--- src/rtl/alu_issue_seq_if.sv ---
// Instruction handshake and ALU operand/result bus between alu_issue_seq and the registered ALU.
interface alu_issue_seq_if #(
    parameter int unsigned N = 32
) ();
    logic          instr_valid;
    logic [12:0]   instr;
    logic          instr_ready;
    logic [N-1:0]  alu_a;
    logic [N-1:0]  alu_b;
    logic [2:0]    alu_op;
    logic          alu_cin;
    logic [N-1:0]  alu_result;
    logic          alu_cout;

    modport slave (
        input  instr_valid, instr, alu_result, alu_cout,
        output instr_ready, alu_a, alu_b, alu_op, alu_cin
    );

    modport master (
        output instr_valid, instr, alu_result, alu_cout,
        input  instr_ready, alu_a, alu_b, alu_op, alu_cin
    );
endinterface

--- src/rtl/alu_issue_seq.sv ---
// Serialising issue/writeback sequencer for a registered ALU: FIFO -> operand read -> EXEC -> WB.
// Optional retire counter output enabled by defining ALU_SEQ_PERF_CNT_EN.
module alu_issue_seq #(
    parameter int unsigned N     = 32,
    parameter int unsigned NREG  = 8,
    parameter int unsigned DEPTH = 4
) (
    input  logic           clk,
    input  logic           rst_n,
    alu_issue_seq_if.slave bus,
    output logic           cflag,
    output logic           busy,
    output logic           retire,
    input  logic [2:0]     dbg_addr,
    output logic [N-1:0]   dbg_data
`ifdef ALU_SEQ_PERF_CNT_EN
    ,
    output logic [15:0]    retire_cnt
`endif
);
    localparam int unsigned PTR_W = (DEPTH > 1) ? $clog2(DEPTH) : 1;
    localparam int unsigned CNT_W = $clog2(DEPTH + 1);
    localparam int unsigned RA_W  = $clog2(NREG);
    localparam logic [2:0]  OP_NOP = 3'b111;

    typedef struct packed {
        logic       use_carry;
        logic [2:0] op;
        logic [2:0] rd;
        logic [2:0] rs;
        logic [2:0] rt;
    } instr_t;

    typedef enum logic [1:0] {S_IDLE, S_EXEC, S_WB} state_t;

    state_t             state_q, state_d;
    instr_t             fifo_q [DEPTH];
    instr_t             fifo_d [DEPTH];
    logic [PTR_W-1:0]   wr_ptr_q, wr_ptr_d, rd_ptr_q, rd_ptr_d;
    logic [CNT_W-1:0]   cnt_q, cnt_d;
    logic [N-1:0]       rf_q [NREG];
    logic [N-1:0]       rf_d [NREG];
    logic               cflag_q, cflag_d;
    logic [N-1:0]       alu_a_q, alu_a_d, alu_b_q, alu_b_d;
    logic [2:0]         alu_op_q, alu_op_d;
    logic               alu_cin_q, alu_cin_d;
    logic [2:0]         rd_q, rd_d;
    logic               retire_q, retire_d;
    logic               full, empty, push, pop;
    instr_t             head;

    assign full  = (cnt_q == CNT_W'(DEPTH));
    assign empty = (cnt_q == '0);
    assign push  = bus.instr_valid && !full;
    assign head  = fifo_q[rd_ptr_q];

    assign bus.instr_ready = !full;
    assign bus.alu_a       = alu_a_q;
    assign bus.alu_b       = alu_b_q;
    assign bus.alu_op      = alu_op_q;
    assign bus.alu_cin     = alu_cin_q;
    assign cflag           = cflag_q;
    assign retire          = retire_q;
    assign busy            = !empty || (state_q != S_IDLE);
    assign dbg_data        = (dbg_addr == 3'd0) ? '0 : rf_q[RA_W'(dbg_addr)];

    // Next-state: FIFO bookkeeping, operand issue from IDLE, writeback in WB.
    always_comb begin
        state_d   = state_q;
        fifo_d    = fifo_q;
        wr_ptr_d  = wr_ptr_q;
        rd_ptr_d  = rd_ptr_q;
        rf_d      = rf_q;
        cflag_d   = cflag_q;
        alu_a_d   = alu_a_q;
        alu_b_d   = alu_b_q;
        alu_op_d  = alu_op_q;
        alu_cin_d = alu_cin_q;
        rd_d      = rd_q;
        retire_d  = 1'b0;
        pop       = 1'b0;

        if (push) begin
            fifo_d[wr_ptr_q] = instr_t'(bus.instr);
            wr_ptr_d         = wr_ptr_q + PTR_W'(1);
        end

        unique case (state_q)
            S_IDLE: begin
                if (!empty) begin
                    pop       = 1'b1;
                    alu_a_d   = (head.rs == 3'd0) ? '0 : rf_q[RA_W'(head.rs)];
                    alu_b_d   = (head.rt == 3'd0) ? '0 : rf_q[RA_W'(head.rt)];
                    alu_op_d  = head.op;
                    alu_cin_d = head.use_carry & cflag_q;
                    rd_d      = head.rd;
                    state_d   = S_EXEC;
                end
            end
            S_EXEC: begin
                retire_d = 1'b1;
                state_d  = S_WB;
            end
            S_WB: begin
                // NOP still spends its WB slot but leaves architectural state alone.
                if (alu_op_q != OP_NOP) begin
                    if (rd_q != 3'd0) rf_d[RA_W'(rd_q)] = bus.alu_result;
                    cflag_d = bus.alu_cout;
                end
                state_d = S_IDLE;
            end
            default: state_d = S_IDLE;
        endcase

        if (pop) rd_ptr_d = rd_ptr_q + PTR_W'(1);
        cnt_d = cnt_q + CNT_W'(push) - CNT_W'(pop);
    end

    always_ff @(posedge clk or negedge rst_n) begin
        if (!rst_n) begin
            state_q  <= S_IDLE;
            wr_ptr_q <= '0;
            rd_ptr_q <= '0;
            cnt_q    <= '0;
            for (int unsigned i = 0; i < DEPTH; i++) fifo_q[i] <= '0;
            for (int unsigned i = 0; i < NREG; i++) rf_q[i] <= '0;
            cflag_q   <= 1'b0;
            alu_a_q   <= '0;
            alu_b_q   <= '0;
            alu_op_q  <= '0;
            alu_cin_q <= 1'b0;
            rd_q      <= '0;
            retire_q  <= 1'b0;
        end else begin
            state_q   <= state_d;
            wr_ptr_q  <= wr_ptr_d;
            rd_ptr_q  <= rd_ptr_d;
            cnt_q     <= cnt_d;
            fifo_q    <= fifo_d;
            rf_q      <= rf_d;
            cflag_q   <= cflag_d;
            alu_a_q   <= alu_a_d;
            alu_b_q   <= alu_b_d;
            alu_op_q  <= alu_op_d;
            alu_cin_q <= alu_cin_d;
            rd_q      <= rd_d;
            retire_q  <= retire_d;
        end
    end

`ifdef ALU_SEQ_PERF_CNT_EN
    logic [15:0] retire_cnt_q, retire_cnt_d;

    // Counts every WB edge, NOPs included; wraps naturally.
    always_comb begin
        retire_cnt_d = retire_cnt_q + 16'(state_q == S_WB);
    end

    always_ff @(posedge clk or negedge rst_n) begin
        if (!rst_n) retire_cnt_q <= '0;
        else        retire_cnt_q <= retire_cnt_d;
    end

    assign retire_cnt = retire_cnt_q;
`endif
endmodule

--- src/flat_wrapper.sv ---
// flat-port wrapper written by rule: the top's interface ports become plain ports
module alu_issue_seq_flat 
#(
    parameter int unsigned N     = 32,
    parameter int unsigned NREG  = 8,
    parameter int unsigned DEPTH = 4
)
  (clk, rst_n, cflag, busy, retire, dbg_addr, dbg_data, bus_instr_valid, bus_instr, bus_alu_result, bus_alu_cout, bus_instr_ready, bus_alu_a, bus_alu_b, bus_alu_op, bus_alu_cin);
  alu_issue_seq_if #(.N(N)) bus_i ();
  input  logic clk;
  input  logic rst_n;
  output logic cflag;
  output logic busy;
  output logic retire;
  input  logic [2:0] dbg_addr;
  output logic [N-1:0] dbg_data;
  input wire logic [$bits(bus_i.instr_valid)-1:0] bus_instr_valid;
  input wire logic [$bits(bus_i.instr)-1:0] bus_instr;
  input wire logic [$bits(bus_i.alu_result)-1:0] bus_alu_result;
  input wire logic [$bits(bus_i.alu_cout)-1:0] bus_alu_cout;
  output wire logic [$bits(bus_i.instr_ready)-1:0] bus_instr_ready;
  output wire logic [$bits(bus_i.alu_a)-1:0] bus_alu_a;
  output wire logic [$bits(bus_i.alu_b)-1:0] bus_alu_b;
  output wire logic [$bits(bus_i.alu_op)-1:0] bus_alu_op;
  output wire logic [$bits(bus_i.alu_cin)-1:0] bus_alu_cin;
  assign bus_i.instr_valid = bus_instr_valid;
  assign bus_i.instr = bus_instr;
  assign bus_i.alu_result = bus_alu_result;
  assign bus_i.alu_cout = bus_alu_cout;
  assign bus_instr_ready = bus_i.instr_ready;
  assign bus_alu_a = bus_i.alu_a;
  assign bus_alu_b = bus_i.alu_b;
  assign bus_alu_op = bus_i.alu_op;
  assign bus_alu_cin = bus_i.alu_cin;
  alu_issue_seq #(.N(N), .NREG(NREG), .DEPTH(DEPTH)) u_core (.clk(clk), .rst_n(rst_n), .bus(bus_i), .cflag(cflag), .busy(busy), .retire(retire), .dbg_addr(dbg_addr), .dbg_data(dbg_data));
endmodule
--- config.mk ---
export PLATFORM = sky130hd
export DESIGN_NAME = alu_issue_seq_flat
export DESIGN_NICKNAME = d
export VERILOG_FILES = /design/src/rtl/alu_issue_seq_if.sv /design/src/rtl/alu_issue_seq.sv /design/src/flat_wrapper.sv
export SDC_FILE = /design/constraint.sdc
export NUM_CORES = 1
export LEC_CHECK = 0
export BUFFER_PORTS_ARGS = -buffer_cell sky130_fd_sc_hd__buf_4
export CAP_MARGIN = 20
export CORE_MARGIN = 2
export CORE_UTILIZATION = 55
export DETAILED_ROUTE_END_ITERATION = 7
export PLACE_DENSITY_LB_ADDON = 0.1
export SETUP_SLACK_MARGIN = 0.2
export SLEW_MARGIN = 5
export SYNTH_ARGS = -nofsm -noshare
export SYNTH_HDL_FRONTEND = slang
export SYNTH_SLANG_ARGS = --single-unit
--- constraint.sdc ---
create_clock -name clk -period 3.7 [get_ports clk]
set_clock_uncertainty 0.2 [all_clocks]
set_input_delay 0.555 -clock clk [delete_from_list [all_inputs] [get_ports clk]]
set_output_delay 0.555 -clock clk [all_outputs]
set_load 0.02 [all_outputs]
After elaboration in Yosys (flattened, before gate mapping). Index checks and enable logic that the tools add are counted. W data, S select, Z words.

Add/sub/neg operators: 4. Magnitude comparators: 8. Equal/unequal tests: 5. Multiplexer cells: 26. Bitwise gates (word level): 8. Reductions and logical operators: 16.

Operator list (count): $mux W32 (10); $bmux W32 S3 (3); $bwmux W256 (1); $demux W32 S3 (1); $bwmux W52 (1); $mux W13 (3); $bmux W13 S2 (1); $demux W13 S2 (1); $ge A4 B4 Y1 const B (4); $not A3 Y4 (4); $logic_not A3 Y1 (4); $ge A3 B3 Y1 const B (2); $not A2 Y3 (2); $add A2 B1 Y2 const B (2); $lt A4 B1 Y1 const B (1); $pmux W2 S2 (1); $reduce_and A2 Y1 (2); $add A3 B1 Y3 (1); $eq A3 B3 Y1 const B (1); $logic_and A1 B1 Y1 (3); $lt A3 B1 Y1 const B (1); $mux W1 (3); $ne A3 B3 Y1 const B (1); $reduce_and A3 Y1 (1); 12 further kinds (13).

Register bits: 390. Output and inout port bits: 104. Logic and storage cells: 106.

Depth between registers and ports, before layout.
Depth in word-level cells: 9. Gate-level depth with buffers: 12.

Least setup slack after synthesis. No wires, ideal clock.

Kind: input to output. Start point: input port dbg_addr[1]. End point: output port dbg_data[31]. Arrival: 2.009 ns. Slack: 0.936 ns. Cell stages on the path: 5. Cells stage by stage: clkbuf_1 nor2b_1 clkbuf_1 a22oi_1 o21ai_0.

Longest elaborated chain between the ends: 5.

Ends and longest elaborated chain: start, declared (line flat_wrapper.sv:15) `input logic [2:0] dbg_addr;`; $not A3 Y4 (not written as such) (line alu_issue_seq.sv:65) `assign dbg_data = (dbg_addr == 3'd0) ? '0 : rf_q[RA_W'(dbg_addr)];`; $bmux W32 S3 (line alu_issue_seq.sv:65); $mux W32 (not written as such) (2 in a row) (line alu_issue_seq.sv:65); $mux W32 (*) (line alu_issue_seq.sv:65); end, declared (line flat_wrapper.sv:16) `output logic [N-1:0] dbg_data;`.

Mark *: on every way between the ends. The rest lies on a longest branch, timed or not. The select of a mux whose other input is x is not followed.

Worst setup path after layout.
Start point: input port dbg_addr[0]. End point: output port dbg_data[31].

Same word-level chain as after synthesis.

==> results.json <==
{
  "status": "finished clean",
  "fin_nets": 1783,
  "worstPathMaxFanout": 30,
  "start_util_pct": 55.6,
  "ys_types": 37,
  "grt-busiest-layer": "met2",
  "maxCapViolCount": 0,
  "cp.arrival_ps": 2320,
  "layout_commonest_cell": "dfrtp_1",
  "wl_per_cell_um": 25.9,
  "ioPinCount": 156,
  "die_x_um": 193,
  "cts_root_buffer": "clkbuf_16",
  "cts_buffer_depth": 3,
  "numCtsBuffers": 40,
  "power_w": 0.0261,
  "end_kind": "primary output",
  "yosysSeqAreaShare_pct": 45.4,
  "drv_slew": 0,
  "ys_ff_latch": 358,
  "drt_iter0_markers": 1106,
  "final_layout_size_suffix_gt1_share_pct": 36.5,
  "coreArea_sq_um": 35500,
  "tritoncts": "built",
  "grt_use_met2_pct": 49.5,
  "hold_violations": 0,
  "h-tree-depth": 2,
  "drt-pass1-iter-count": 5,
  "grt_usage_pct": 30.6,
  "syn_nets": 1671,
  "grt_pass1_wl_um": 89700,
  "syn_area_per_cell_sq_um": 12.2,
  "gp_routability_congestion": 0.817,
  "power_leakage_nw": 10.0,
  "portBuffers": 155,
  "power_density_nw_per_um2": 1140,
  "cts.clk_slew.worst_paths_ps": 50,
  "critPathSlowestCell": "o21ai_0",
  "rsz0062_at_grt": "no",
  "worst-path-buf-inv": 2,
  "peakVddDrop_v": 0.00158,
  "fin_crit_ps": 3070,
  "fmax_mhz": 326,
  "routed_wl_um": 57400,
  "synth_top_area_share_pct": 45.4,
  "hold_class": "input pin to register",
  "period_share_pct": 83.0,
  "crit_required_ps": 2940,
  "via_count": 14600,
  "cpLargestDelayFamily": "compound AO/OA/AOI/OAI gates",
  "synth_cells": 1612,
  "dpl.cell_count": 2142,
  "area_growth_pct": 15.6,
  "grt-ovfl-total": 0,
  "postRouteAntennaNets": 0,
  "crit_chain": "buf_4 > nor2b_4 > a22oi_1 > o21ai_0 > buf_4",
  "yosysWarnings": 0,
  "insertion_delay_ps": 540,
  "drc": 0,
  "final_cell_mix": "dfrtp_1 (357), mux2_2 (310), buf_4 (194)",
  "worst_path_largest_cell_delay_ps": 550,
  "design.die.area_sq_um": 37400,
  "dp_hpwl_um": 32700,
  "max_slew_margin_pct": 29.5,
  "yosysTopAreaCell": "dfrtp_1",
  "crit_top_cell": "buf_4",
  "critPathLaunchType": "input pin",
  "met1_usage_pct": 42.3,
  "tns_ps": 0,
  "cts_setup_buffers": 0,
  "rows": 69,
  "setup_viol": 0,
  "pre_cts_ws_ps": 672,
  "tightest_slew_ps": 1060,
  "worstSetupPathType": "input pin to primary output",
  "synth.area.top_cells": "dfrtp_1 (45%), mux2_2 (18%), mux2i_1 (9.8%), mux4_2 (5.1%), a221oi_1 (4.2%)",
  "clkSinkCount": 358,
  "die_h_um": 193,
  "grt_pass1_vias": 14900,
  "cts_resized": 0,
  "routed_via_density": 6.59,
  "grt_max_degree": 85,
  "layoutNonFillerInstCount": 2215,
  "antenna_found_initial": 1,
  "setup_slack_ps": 630,
  "syn_area_sq_um": 19700,
  "met3_usage_pct": 5.04,
  "holdWs_ps": 65.0,
  "cts_hold_buf": 1
}
-- cells by family after synthesis --
group	share of synthesized area, %
AOI/OAI and AO/OA	10.3
xor gates and xnor gates	0.222
adders and majority gates	0.482
buffers and inverters	4.12
DFF	45.4
muxes	32.7
and+or+nand+nor	6.80
-- power by group --
part,switching (W),total (W),internal [W]
Sequential,0.00200,0.00799,0.00599
Combinational,0.00742,0.0139,0.00649
Clock,0.00162,0.00418,0.00255
-- registers in the layout, summed over array words and instances, names as in the netlist, 3 cells and up --
register,flops
u_core.bus.alu_b,32
u_core.fifo_q,52
u_core.rd_q,3
u_core.bus.alu_a,32
u_core.bus.alu_op,3
u_core.rf_q,224
u_core.cnt_q,3
-- final timing paths --
kind	start	to	slack, ps	cells after the start
setup reg to reg	u_core.rd_ptr_q[0]	u_core.bus.alu_a[24]	970	6
max in group asynchronous	rst_n	u_core.rf_q[184]	1880	3
min in group asynchronous	rst_n	u_core.bus.alu_a[8]	390	2
hold reg to reg	u_core.bus.alu_cin	u_core.bus.alu_cin	290	2
setup / recovery	dbg_addr[0]	dbg_data[31]	630	5
hold / removal	bus_alu_cout	u_core.cflag	70	2
-- synth_stat cells --
cell	number
a211oi_2	2
a21boi_2	1
a21oi_1	31
a221oi_1	95
a22oi_1	1
a31oi_1	64
and3_1	64
and4b_1	1
buf_1	16
buf_2	31
buf_4	6
buf_6	11
clkbuf_1	72
dfrtp_1	358
fa_1	1
ha_1	6
inv_1	42
mux2_1	1
mux2_2	310
mux2i_1	194
mux4_2	45
nand2_1	33
nand2b_1	5
nand3_1	4
nand3b_1	4
nor2_1	67
nor2b_1	3
nor3_1	2
nor4_2	1
nor4b_2	1
o21ai_0	3
o22a_1	64
o32ai_1	2
or2_0	15
or2_1	49
or3b_1	2
xnor2_1	5
-- metrics by stage --
stage	instance area (sq um)	util, %
final	22800	64.3
after global routing	22800	64.3
after detailed placement	21400	60.4
after global placement	21400	60.4
after CTS	22800	64.3
after floorplan	19700	-
-- layer usage --
layer	share of wire (%)	vias up	wire [um]
li1	-	6328	-
met1	43	7589	25000
met2	48	549	27400
met3	6.1	129	3490
met4	2.7	0	1570
met5	0	-	0
-- final cells by class --
type / count / area, sq um
tap: 461 / 577
inverter: 42 / 158
multi-input combinational: 1076 / 10100
clock buffer: 54 / 1120
fill: 2792 / 12700
antenna: 1 / 2.50
clock inverter: 17 / 245
sequential: 358 / 8960
timing repair buffer: 206 / 1680
Power figures use the tool's default switching activity.
